<file path="src/rtl/polydiv_8bit_seq.sv">
// polydiv_8bit_seq: sequential carry-less (GF(2)[x]) division of a 15-bit dividend by an 8-bit divisor.
// It consumes one dividend bit per cycle. The optional macro POLYDIV_DIVZERO_EN enables divide-by-zero flagging.
`default_nettype none

module polydiv_8bit_seq (
    input  logic        clk,
    input  logic        rst_n,
    input  logic        in_valid,
    output logic        in_ready,
    input  logic [14:0] dividend,
    input  logic [7:0]  divisor,
    output logic        out_valid,
    input  logic        out_ready,
    output logic [14:0] quotient,
    output logic [7:0]  remainder,
    output logic        err
);

    typedef enum logic [1:0] {
        ST_IDLE = 2'd0,
        ST_BUSY = 2'd1,
        ST_DONE = 2'd2
    } state_t;

    localparam logic [3:0] C_LAST_STEP = 4'd14;

    state_t      r_state;
    state_t      w_state_nx;

    logic [14:0] r_dvd;
    logic [7:0]  r_dvs;
    logic [2:0]  r_deg;
    logic [7:0]  r_rem;
    logic [14:0] r_q;
    logic [3:0]  r_cnt;

    logic        w_accept;
    logic        w_divzero;
    logic        w_dz_skip;
    logic [2:0]  w_deg_in;
    logic [7:0]  w_rem_sh;
    logic        w_qbit;
    logic [7:0]  w_rem_nx;
    logic        w_done;

    assign w_accept  = (r_state == ST_IDLE) && in_valid;
    assign w_divzero = (divisor == 8'd0);
    assign w_done    = (r_state == ST_DONE);

    // Priority encode: highest set divisor bit wins; an all-zero divisor yields 0.
    always_comb begin
        w_deg_in = 3'd0;
        for (int i = 0; i < 8; i++) begin
            if (divisor[i]) begin
                w_deg_in = i[2:0];
            end
        end
    end

    // One long-division step; the zero-divisor guard keeps a zero divisor from producing quotient bits.
    assign w_rem_sh = {r_rem[6:0], r_dvd[14]};
    assign w_qbit   = w_rem_sh[r_deg] & (|r_dvs);
    assign w_rem_nx = w_qbit ? (w_rem_sh ^ r_dvs) : w_rem_sh;

`ifdef POLYDIV_DIVZERO_EN
    logic r_err;

    assign w_dz_skip = w_divzero;

    always_ff @(posedge clk) begin
        if (!rst_n) begin
            r_err <= 1'b0;
        end else if (w_accept) begin
            r_err <= w_divzero;
        end
    end

    assign err = w_done & r_err;
`else
    assign w_dz_skip = 1'b0;
    assign err       = 1'b0;
`endif

    always_ff @(posedge clk) begin
        if (!rst_n) begin
            r_state <= ST_IDLE;
        end else begin
            r_state <= w_state_nx;
        end
    end

    always_comb begin
        w_state_nx = r_state;
        case (r_state)
            ST_IDLE: begin
                if (in_valid) begin
                    w_state_nx = w_dz_skip ? ST_DONE : ST_BUSY;
                end
            end
            ST_BUSY: begin
                if (r_cnt == C_LAST_STEP) begin
                    w_state_nx = ST_DONE;
                end
            end
            ST_DONE: begin
                if (out_ready) begin
                    w_state_nx = ST_IDLE;
                end
            end
            default: w_state_nx = ST_IDLE;
        endcase
    end

    always_ff @(posedge clk) begin
        if (!rst_n) begin
            r_dvd <= 15'd0;
            r_dvs <= 8'd0;
            r_deg <= 3'd0;
            r_rem <= 8'd0;
            r_q   <= 15'd0;
            r_cnt <= 4'd0;
        end else if (w_accept) begin
            r_dvd <= dividend;
            r_dvs <= divisor;
            r_deg <= w_deg_in;
            r_rem <= 8'd0;
            r_q   <= 15'd0;
            r_cnt <= 4'd0;
        end else if (r_state == ST_BUSY) begin
            r_dvd <= {r_dvd[13:0], 1'b0};
            r_rem <= w_rem_nx;
            r_q   <= {r_q[13:0], w_qbit};
            r_cnt <= r_cnt + 4'd1;
        end
    end

    assign in_ready  = (r_state == ST_IDLE);
    assign out_valid = w_done;
    assign quotient  = w_done ? r_q   : 15'd0;
    assign remainder = w_done ? r_rem : 8'd0;

endmodule

`default_nettype wire

</file>
<file path="config.mk">
export PLATFORM = sky130hd
export DESIGN_NAME = polydiv_8bit_seq
export DESIGN_NICKNAME = d
export VERILOG_FILES = /design/src/rtl/polydiv_8bit_seq.sv
export SDC_FILE = /design/constraint.sdc
export NUM_CORES = 1
export LEC_CHECK = 0
export ABC_AREA = 1
export BUFFER_PORTS_ARGS = -buffer_cell sky130_fd_sc_hd__buf_2
export CORE_MARGIN = 4
export CORE_UTILIZATION = 49
export DETAILED_ROUTE_END_ITERATION = 6
export GPL_TIMING_DRIVEN = 1
export MAX_ROUTING_LAYER = met4
export PLACE_DENSITY = 0.75
export SLEW_MARGIN = 20
export SYNTH_ARGS = -nofsm -noshare
export SYNTH_HDL_FRONTEND = slang
export SYNTH_SLANG_ARGS = --single-unit
</file>
<file path="constraint.sdc">
create_clock -name clk -period 1.2 [get_ports clk]
set_input_delay 0.24 -clock clk [delete_from_list [all_inputs] [get_ports clk]]
set_output_delay 0.24 -clock clk [all_outputs]
set_load 0.005 [all_outputs]
</file>
After elaboration in Yosys (flattened, before gate mapping)

Cells that the tools add are included.

Reduce and logical (&&, ||, !) cells: 6
Equality and inequality tests: 6
Order comparisons: 1
Bitwise operators: 3
Add/subtract/negate cells: 1
Muxes and demuxes: 18

Operators by type and width:

| operator              | count |
|---|---|
| $mux W15              | 3 |
| $mux W8               | 2 |
| $mux W3               | 5 |
| $mux W2               | 4 |
| $reduce_or A8 Y1      | 1 |
| $xor A8 B8 Y8         | 1 |
| $ne A2 B2 Y1 const B  | 3 |
| $pmux W2 S3           | 1 |
| $add A4 B1 Y4 const B | 1 |
| $eq A4 B4 Y1 const B  | 1 |
| $lt A3 B4 Y1 const B  | 1 |
| $bmux W1 S3           | 1 |
| $reduce_and A3 Y1     | 1 |
| $eq A2 B1 Y1 const B  | 1 |
| $eq A2 B2 Y1 const B  | 1 |
| $logic_not A2 Y1      | 1 |
| $mux W1               | 2 |
| $reduce_bool A2 Y1    | 1 |
| $reduce_or A2 Y1      | 1 |
| $and A1 B1 Y1         | 1 |
| $logic_and A1 B1 Y1   | 1 |
| $not A1 Y1            | 1 |

Logic and storage cells: 42
Register bits: 55

Longest topological paths before layout

Gate-level depths: netlist of the first run.

Word-level depth: 7
Gate-level depth with buffers: 10
Depth with buffers taken out: 10

Worst setup path after synthesis of the first run

OpenSTA, ideal clock, no wires.

Path type: reg2out
From: register r_state[1]
To: output port quotient[10]
Buffers on the path: 1
Setup slack: -0.035 ns
Required time: 0.960 ns
Stages on the path, launching flop included: 6
Data arrival time: 0.995 ns
Cell sequence: dfxtp_1 -> inv_1 -> nor2_1 -> inv_1 -> buf_1 -> nor2_1

Longest elaborated chain between the ends: 2

RTL lines:

| element                | RTL line | source |
|---|---|---|
| start, declared        | 27       | `state_t r_state;` |
| start signal, assigned | 88       | `r_state <= w_state_nx;` |
| $eq A2 B2 Y1           | 48       | `assign w_done = (r_state == ST_DONE);` |
| net out_valid          | 12       | `output logic out_valid,` |
| $mux W15               | 139      | `assign quotient = w_done ? r_q : 15'd0;` |
| end, declared          | 14       | `output logic [14:0] quotient,` |

The timed path passes the listed nets, and every way through them passes these cells.

Worst setup path in the final report of the first run

From: register r_state[1]
To: output port remainder[3]

Longest elaborated chain between the ends: 2

RTL lines:

| element       | RTL line | source |
|---|---|---|
| $eq A2 B2 Y1  | 48       |  |
| $mux W8       | 140      | `assign remainder = w_done ? r_rem : 8'd0;` |
| end, declared | 15       | `output logic [7:0] remainder,` |

No other way between the ends.

==> run summary, run 1 <==
Clock Pin Slew Worst Setup and Hold Paths - 0.10 ns
Final hold viol count - 0
Outcome - finished, violations left
Cell internal pwr - 2.74 mW
Critical path's slowest cell - dfxtp_4
Synthesized area - 0.00260 mm^2
Multi-input logic area - 0.00145 mm^2
WP data required - 0.96 ns
Peak Freq - 0.669 GHz
TritonRoute pass-1 iters - 5
Post-route ant nets - 0
Setup crit start - r_state[1]
HP Class - in -> reg
Power per Cell Area - 1050 mW/mm^2
GRT Util Overall - 0.214
Crit. End Element - output port
Sequential cell area - 0.00111 mm^2
Clock share of power - 0.272
Final instance area - 0.00379 mm^2
Hold path startpoint - dividend[0]
Max Clock Skew - 0.00707 ns
Setup CP Type - reg -> out
Setup violators final - 79
RSZ-0062 raised after global routing - yes
Minimum clock period - 1.50 ns
Row cnt - 26
Part of the power in registers - 0.497
Cts bufs inserted - 5
Longest Clk Path Bufs - 2
Nets - 503
Proportion of netlist area held by the largest area contributor - 0.424
Arrival time worst endpoint - 1.26 ns
Drt wl/cell - 14.2 um
Hold buffers post-CTS - 0
Synth cell types - 30
H-tree Lvls - 2
Final period util - 1.25
CP max FO - 11
Die Wd - 80.8 um
Die area - 0.00653 mm^2
Peak VDD IR - 0.713 mV
Synth Register Bits - 55
Syn Nets - 407
Largest net degree at the start of global routing - 26
Clock sink count - 55
DPL Wire Length - 4.44 mm
Sequential fraction of the synthesis area - 0.424
Gpl congestion - 0.910
Fin cells - 545
Drt total wl - 7.76 mm
Switch Pwr - 1.23 mW
Critical R2R Launch - r_state[1]
Die Ht - 80.8 um
CP bufs+invs - 4
Most frequent cell after synthesis - nand2_1
Syn-to-layout area delta - 46.1%
CP cell instances - inv_2, nor2_4, inv_4, clkbuf_16, nor2_1, buf_2
Max-capacitance violation count - 0
Yosys warns - 0
Initial Util - 0.509
I/O pins - 53
Final-report max-slew violation count - 0
Worst path max stage delay - 0.37 ns
Placed inst area - 0.00313 mm^2
Startpoint Class - flop
Number of global-route vias before repair - 2517
Cell count after synthesis - 378
Wire length of the first global-routing pass - 10.9 mm
Synth area leader - dfxtp_1
Clock root buffer - clkbuf_8
Post-Place Setup Slack - -0.146 ns
Delay-heaviest family, CP - buffers and inverters
Placed cells - 518
Post-synth EDFFs - 0
Fill count - 365
Top cells by instance count after synthesis - 109 x nand2_1, 55 x dfxtp_1, 47 x inv_1
Synth top area cells - dfxtp_1 42%, nand2_1 16%, inv_1 6.8%, a21oi_1 6.2%, nor2_1 5.9%
Drt initial violations - 189
Async S/R FF share, synth - 0
Core Footprint - 0.00511 mm^2
IO buf count - 51
Initial antenna violation count - 0
N_diodes - 0
# DRC - 0
Final WS setup - -0.295 ns
Leakage Power - 1.60 nW
Syn avg cell area - 6.87 um^2
Reg2Reg Setup Slack - -0.21 ns
GR Overflow Total - 0
Combinational Power Share - 0.231
Share of cells above drive strength 1 - 0.400
Most used flip-flop cell after synthesis - dfxtp_1
TritonCTS clock tree - done
Via count - 2836
Sw Share - 0.310
Clk Latency, worst-skew pair - 0.32 ns
Via-per-instance ratio - 5.20
Failing checks - setup timing
==> routing by layer <==
| layer | up-vias | part of all wire | GRT usage |
|---|---|---|---|
| li1 | 1387 | - | - |
| met1 | 1323 | 0.42 | 0.258 |
| met2 | 101 | 0.50 | 0.365 |
| met3 | 25 | 0.052 | 0.0322 |
| met4 | 0 | 0.027 | 0.0709 |
| met5 | - | 0 | - |
==> power groups by stage <==
stage	combinational [mW]	clock [mW]	sequential [mW]
after floorplan	0.395	0	2.00
after global placement	0.612	0	2.00
after detailed placement	0.621	0	2.00
after CTS	0.737	1.09	1.96
after global routing	0.986	1.16	1.98
final	0.917	1.08	1.98
==> registers in the layout, indices dropped and copies added, names as in the netlist <==
name and count:
r_cnt 4, r_deg 3, r_dvd 15, r_dvs 8, r_q 15, r_rem 8, r_state 2
==> cells by family after synthesis <==
kind of cell	share of synthesized area
XOR/XNOR	0.0135
buffers and inverters	0.112
AO/OA/AOI/OAI	0.138
adder cells (fa/ha/maj)	0.00963
AND/OR/NAND/NOR	0.301
flip-flops	0.424
other	0.00144
==> final cells by class <==
class / instances / share of cell area
well taps: 70 / 0.0231
inverters: 51 / 0.0571
clock inverters: 3 / 0.00594
clock buffers: 5 / 0.0181
flip-flops and latches: 55 / 0.293
multi-input cells: 255 / 0.383
repair buffers: 106 / 0.220
==> worst paths after layout <==
path / endpoint / cells past startpoint
max: remainder[3] / 6
min: r_dvd[0] / 3
max reg2reg: r_deg[1] / 8
min reg2reg: r_rem[7] / 2
==> layout by cell type, fill, tap and decap left out, drive strengths merged, types with 4 or more instances in the layout <==
master	n
buf	103
a31oi	14
nor2	45
nand3	18
dfxtp	55
o21ai	14
nand4	6
a21oi	33
xor2	4
nand2	111
inv	52
clkbuf	8
==> through the flow <==
stage,power [mW],hold slack [ns],util,TNS [ns]
final,3.97,0.178,0.743,-12.61
after global routing,4.13,0.180,0.743,-16.39
after CTS,3.79,0.173,0.676,-9.89
after detailed placement,2.63,0.454,0.612,-2.37
after global placement,2.61,0.447,0.612,-1.04
after floorplan,2.39,0.376,-,0
==> repair_timing <==
action	in CTS	in global routing
buffers inserted	11	6
resized for setup	45	68
pin swaps	13	17
endpoints found under the setup margin	67	80
cloned	1	3
==> worst register-to-register path, cell delays in order, from the launching register on <==
cell      delay (ns)
dfxtp_4         0.36
buf_4           0.15
nor2_4          0.13
nand2_4         0.13
buf_6           0.14
nor2_4          0.10
inv_2           0.07
nor2_4          0.15
a221oi_2        0.08
No activity file was read; power rests on OpenSTA's default activity.
==> run 2: changes to the inputs <==
- BUFFER_PORTS_ARGS: -buffer_cell sky130_fd_sc_hd__buf_2 -> unset
- CORE_UTILIZATION: 49 -> 55
- DONT_BUFFER_PORTS: unset -> 1
- PLACE_DENSITY: 0.75 -> 0.7
- clock period: 1.2 -> 1.65 ns (I/O delays scaled with it)
==> run summary, run 2 (synthesized netlist as in run 1, its figures left out) <==
Max Clock Skew - 0.0133 ns (+0.00621 ns)
Critical path's slowest cell - dfxtp_4
Cts bufs inserted - 5 (unchanged)
Drt total wl - 5.76 mm (-26%)
Top flop regs - r_dvd x15, r_q x15
Minimum clock period - 1.63 ns
RSZ-0062 raised after global routing - yes
CP bufs+invs - 3 (-1)
Fill count - 395 (+8.2%)
DR top layer - met4
Util after Layout - 0.657 (-0.0862)
Clock share of power - 0.304 (+0.032)
Largest net degree at the start of global routing - 26 (unchanged)
Peak Freq - 0.612 GHz
H-tree Lvls - 2 (unchanged)
CP max FO - 3 (-8)
Cell internal pwr - 1.85 mW (-33%)
Outcome - finished clean
Total Neg Setup Slack - 0 ns (+12.61 ns)
Via count - 2328 (-18%)
Die Ht - 76.7 um (-5.1%)
Peak VDD IR - 0.519 mV (-27%)
Routed length on met1 - 2.70 mm (-17%)
Leakage Power - 1.09 nW (-32%)
Final hold viol count - 0 (unchanged)
DPL Wire Length - 3.78 mm (-15%)
Drt wl/cell - 13.1 um (-7.8%)
Clk Latency, worst-skew pair - 0.31 ns (about the same)
Clock sink count - 55 (unchanged)
Sequential cell area - 0.00111 mm^2 (-0.56%)
Via-per-instance ratio - 5.30 (+1.9%)
WP data required - 1.32 ns (+0.36 ns)
Syn-to-layout area delta - 13.1%
Initial Util - 0.581 (+0.0720)
TritonCTS clock tree - done
Die area - 0.00589 mm^2 (-9.9%)
Initial antenna violation count - 0 (unchanged)
CP cell instances - inv_2, nor2_4, clkinvlp_4, buf_4, nor2_2
Switch Pwr - 0.718 mW (-42%)
Number of global-route vias before repair - 2063 (-18%)
Gpl congestion - 0.846 (-6.9%)
Multi-input logic area - 0.00131 mm^2 (-9.7%)
HP Class - in -> reg
Power per Cell Area - 874 mW/mm^2 (-17%)
Part of the power in registers - 0.560 (+0.063)
Most common cell after layout, fill and taps aside - nand2_1
Max-capacitance violation count - 0 (unchanged)
Drt initial violations - 127 (-33%)
Wire length of the first global-routing pass - 9.69 mm (-11%)
Die Wd - 76.7 um (-5.1%)
Arrival time worst endpoint - 1.30 ns (+0.04 ns)
N_diodes - 0 (unchanged)
Crit. End Element - output port
IO buf count - 0 (-100%)
Worst path max stage delay - 0.36 ns (about the same)
I/O pins - 53 (unchanged)
Core Footprint - 0.00447 mm^2 (-12%)
Share of cells above drive strength 1 - 0.176 (-0.224)
GR Overflow Total - 0 (unchanged)
# DRC - 0 (unchanged)
TritonRoute pass-1 iters - 6 (+1)
Post-route ant nets - 0 (unchanged)
Most frequent cells in the layout - 109 x nand2_1, 53 x dfxtp_1, 45 x inv_1, 32 x a21oi_1, 17 x nor2_1
Row cnt - 24 (-7.7%)
Final period util - 0.991
Met3 WL - 329 um (-18%)
GRT Util Overall - 0.209 (-0.00532)
Setup CP Type - reg -> out
Sw Share - 0.280 (-0.0301)
Combinational Power Share - 0.137 (-0.094)
Clock root buffer - clkbuf_8
Nets - 415 (-17%)
Startpoint Class - flop
Final-report max-slew violation count - 0 (unchanged)
Delay-heaviest family, CP - buffers and inverters
Longest Clk Path Bufs - 2 (unchanged)
Clock Pin Slew Worst Setup and Hold Paths - 0.10 ns (about the same)
Setup violators final - 0 (-100%)
Met2 routed WL - 2.66 mm (-32%)
[run 2: changes by cell type in the layout (fill, tap and decap cells not counted), moves of 4 or more]
cell / change
buf_2: -50
buf_4: -20
a21oi_1: +14
a21oi_2: -13
buf_6: -13
o21ai_0: +8
nor2_1: -7
inv_1: +6
nand3_1: +5
o21ai_2: -5
nor2_4: +4
[run 2: metrics by stage]
| stage | power (mW) | cells | hold WS, ns | worst slack, ns | area [um^2] |
|---|---|---|---|---|---|
| finish | 2.57 | 439 | 0.148 | 0.0155 | 2940 |
| global route | 2.71 | 439 | 0.140 | -0.0725 | 2940 |
| CTS | 2.60 | 438 | 0.137 | 0.00192 | 2870 |
| detailed placement | 1.81 | 422 | 0.459 | 0.149 | 2650 |
| global placement | 1.81 | 422 | 0.450 | 0.228 | 2650 |
| floorplan | 1.74 | 378 | 0.439 | 0.325 | 2600 |
[run 2: power groups by stage]
stage	sequential, mW	combinational [mW]	clock, mW
after detailed placement	1.47	0.347	0
after CTS	1.44	0.350	0.810
after global routing	1.44	0.399	0.866
after floorplan	1.45	0.287	0
after global placement	1.46	0.345	0
final	1.44	0.351	0.780
[run 2: timing repair]
action	in CTS	in global routing
setup buffers	7	1
endpoints found under the setup margin	23	26
hold buffers	0	0
cloned	1	0
pin swaps	1	1
gates resized for setup	27	17
[run 2: final cells by class]
cell class                 count  area share
multi-input combinational    255       0.446
tap                           52      0.0221
inverter                      51      0.0673
clock buffer                   6      0.0281
clock inverter                 2     0.00468
timing repair buffer          17      0.0528
timing repair inverter         1     0.00256
sequential                    55       0.376
[run 2: routing by layer]
metal  vias up  global-route usage
li1       1206                   -
met1      1058               0.267
met2        58               0.320
met3         6              0.0656
met4         0              0.0543
met5         -                   -
[run 2: path summary, 6_finish.rpt]
check,from,to,slack (ns),cells after the start
max,r_state[1],quotient[4],0.02,5
min,rst_n,r_dvs[3],0.15,2
max reg2reg,r_state[1],r_deg[2],0.11,8
min reg2reg,r_rem[7],r_rem[7],0.47,2
==> run 3: changes to the inputs <==
- CORE_MARGIN: 4 -> 1.5
- SKIP_CTS_REPAIR_TIMING: unset -> 1
==> run summary, run 3 (synthesized netlist as in run 1, its figures left out) <==
Final hold viol count - 0 (unchanged)
Peak VDD IR - 0.708 mV (+36%)
Reg2reg path depth - 8 (unchanged)
Util after Layout - 0.648 (-0.00851)
Critical path's slowest cell - dfxtp_4
Leakage Power - 1.07 nW (-1.7%)
Drt wl/cell - 12.8 um (-2.7%)
WP data required - 1.32 ns (about the same)
Outcome - finished, violations left
Die Wd - 71.7 um (-6.5%)
Initial antenna violation count - 0 (unchanged)
Core Footprint - 0.00444 mm^2 (-0.67%)
RSZ-0062 raised after global routing - yes
Via count - 2296 (-1.4%)
TritonCTS clock tree - done
Worst path max stage delay - 0.38 ns (+0.02 ns)
I/O pins - 53 (unchanged)
Power per Cell Area - 942 mW/mm^2 (+7.8%)
GRT Util Overall - 0.225 (+0.0163)
Post-route ant nets - 0 (unchanged)
Longest Clk Path Bufs - 2 (unchanged)
Crit. End Element - output port
Routed length on met1 - 2.76 mm (+2.2%)
CP max FO - 12 (+9)
Met3 WL - 213 um (-35%)
Delay-heaviest family, CP - flip-flops
Hold path cells - 2 (unchanged)
Failing checks - DRC, setup timing
Top flop regs - r_dvd x15, r_q x15
Final hold slack - 0.153 ns (+0.00509 ns)
Final period util - 1.04 (+0.0537)
IO buf count - 0 (unchanged)
Final WS setup - -0.0731 ns (-0.0886 ns)
Wire length of the first global-routing pass - 9.02 mm (-6.9%)
TritonRoute pass-1 iters - 6 (unchanged)
Setup violators final - 23 (+23)
Syn-to-layout area delta - 10.9%
HP Class - in -> reg
DR top layer - met4
Via-per-instance ratio - 5.28 (-0.47%)
# DRC - 2 (+2)
Clock root buffer - clkbuf_8
Max-capacitance violation count - 0 (unchanged)
DPL Wire Length - 3.70 mm (-2.2%)
Most common cell after layout, fill and taps aside - nand2_1
Drt initial violations - 127 (unchanged)
N_diodes - 0 (unchanged)
Clock Pin Slew Worst Setup and Hold Paths - 0.10 ns (about the same)
Die area - 0.00514 mm^2 (-13%)
Largest net degree at the start of global routing - 26 (unchanged)
Peak Freq - 0.580 GHz (-5.1%)
CP cell instances - inv_1, nor2_4, clkinvlp_4, buf_8, nor2_2
GR Overflow Total - 0 (unchanged)
Nets - 411 (-0.96%)
Worst path depth - 5 (unchanged)
Minimum clock period - 1.72 ns (+0.0886 ns)
Clock sink count - 55 (unchanged)
H-tree Lvls - 2 (unchanged)
Cts bufs inserted - 5 (unchanged)
Row cnt - 24 (unchanged)
Setup CP Type - reg -> out
Die Ht - 71.7 um (-6.5%)
Initial Util - 0.584 (+0.00392)
Final instance area - 0.00288 mm^2 (-2.0%)
Clk Latency, worst-skew pair - 0.31 ns (about the same)
Max Clock Skew - 0.00958 ns (-0.00371 ns)
Share of cells above drive strength 1 - 0.162 (-0.0138)
Gpl congestion - 0.901 (+6.4%)
Drt total wl - 5.55 mm (-3.6%)
Final-report max-slew violation count - 0 (unchanged)
Placed inst area - 0.00263 mm^2 (-0.47%)
Arrival time worst endpoint - 1.39 ns (+0.09 ns)
CP bufs+invs - 3 (unchanged)
Startpoint Class - flop
Most frequent cells in the layout - 109 x nand2_1, 54 x dfxtp_1, 46 x inv_1, 32 x a21oi_1, 23 x nor2_2
Number of global-route vias before repair - 2028 (-1.7%)
Met2 routed WL - 2.54 mm (-4.5%)
==> run 3: final cells by class <==
cell class / instances / area, um^2
fill: 421 / 1560
clock buffer: 6 / 82.6
sequential: 55 / 1100
multi-input combinational: 255 / 1270
timing repair buffer: 13 / 109
inverter: 51 / 198
clock inverter: 2 / 38.8
timing repair inverter: 1 / 7.51
tap: 52 / 65.1
==> run 3: power by group <==
part	total [mW]	internal [mW]	switching [mW]	leakage, nW
Combinational	0.345	0.114	0.231	0.560
Clock	0.933	0.500	0.433	0.0618
Sequential	1.44	1.39	0.0499	0.450
Total	2.71	2.00	0.714	1.07
==> run 3: per-layer routing <==
| layer | track usage | vias to the layer above |
|---|---|---|
| met4 | 0.0776 | 0 |
| met5 | - | - |
| met2 | 0.349 | 46 |
| met1 | 0.296 | 1049 |
| li1 | - | 1197 |
| met3 | 0.0422 | 4 |
==> run 3: stage by stage <==
step           setup slack [ns]  power [mW]  TNS [ns]  cells
5_1_grt                  -0.136        2.84     -2.69    435
2_1_floorplan             0.325        1.74         0    378
4_1_cts                  -0.195        2.74     -4.25    430
3_5_place_dp              0.161        1.81         0    422
6_report                -0.0731        2.71     -1.29    435
3_3_place_gp              0.210        1.80         0    422
==> run 3: path summary, 6_finish.rpt <==
path	startpoint	end	slack (ns)
setup reg to reg	r_state[1]	r_deg[2]	0.18
hold reg to reg	r_dvd[0]	r_dvd[0]	0.47
hold / removal	rst_n	r_dvs[4]	0.15
setup / recovery	r_state[1]	quotient[9]	-0.07
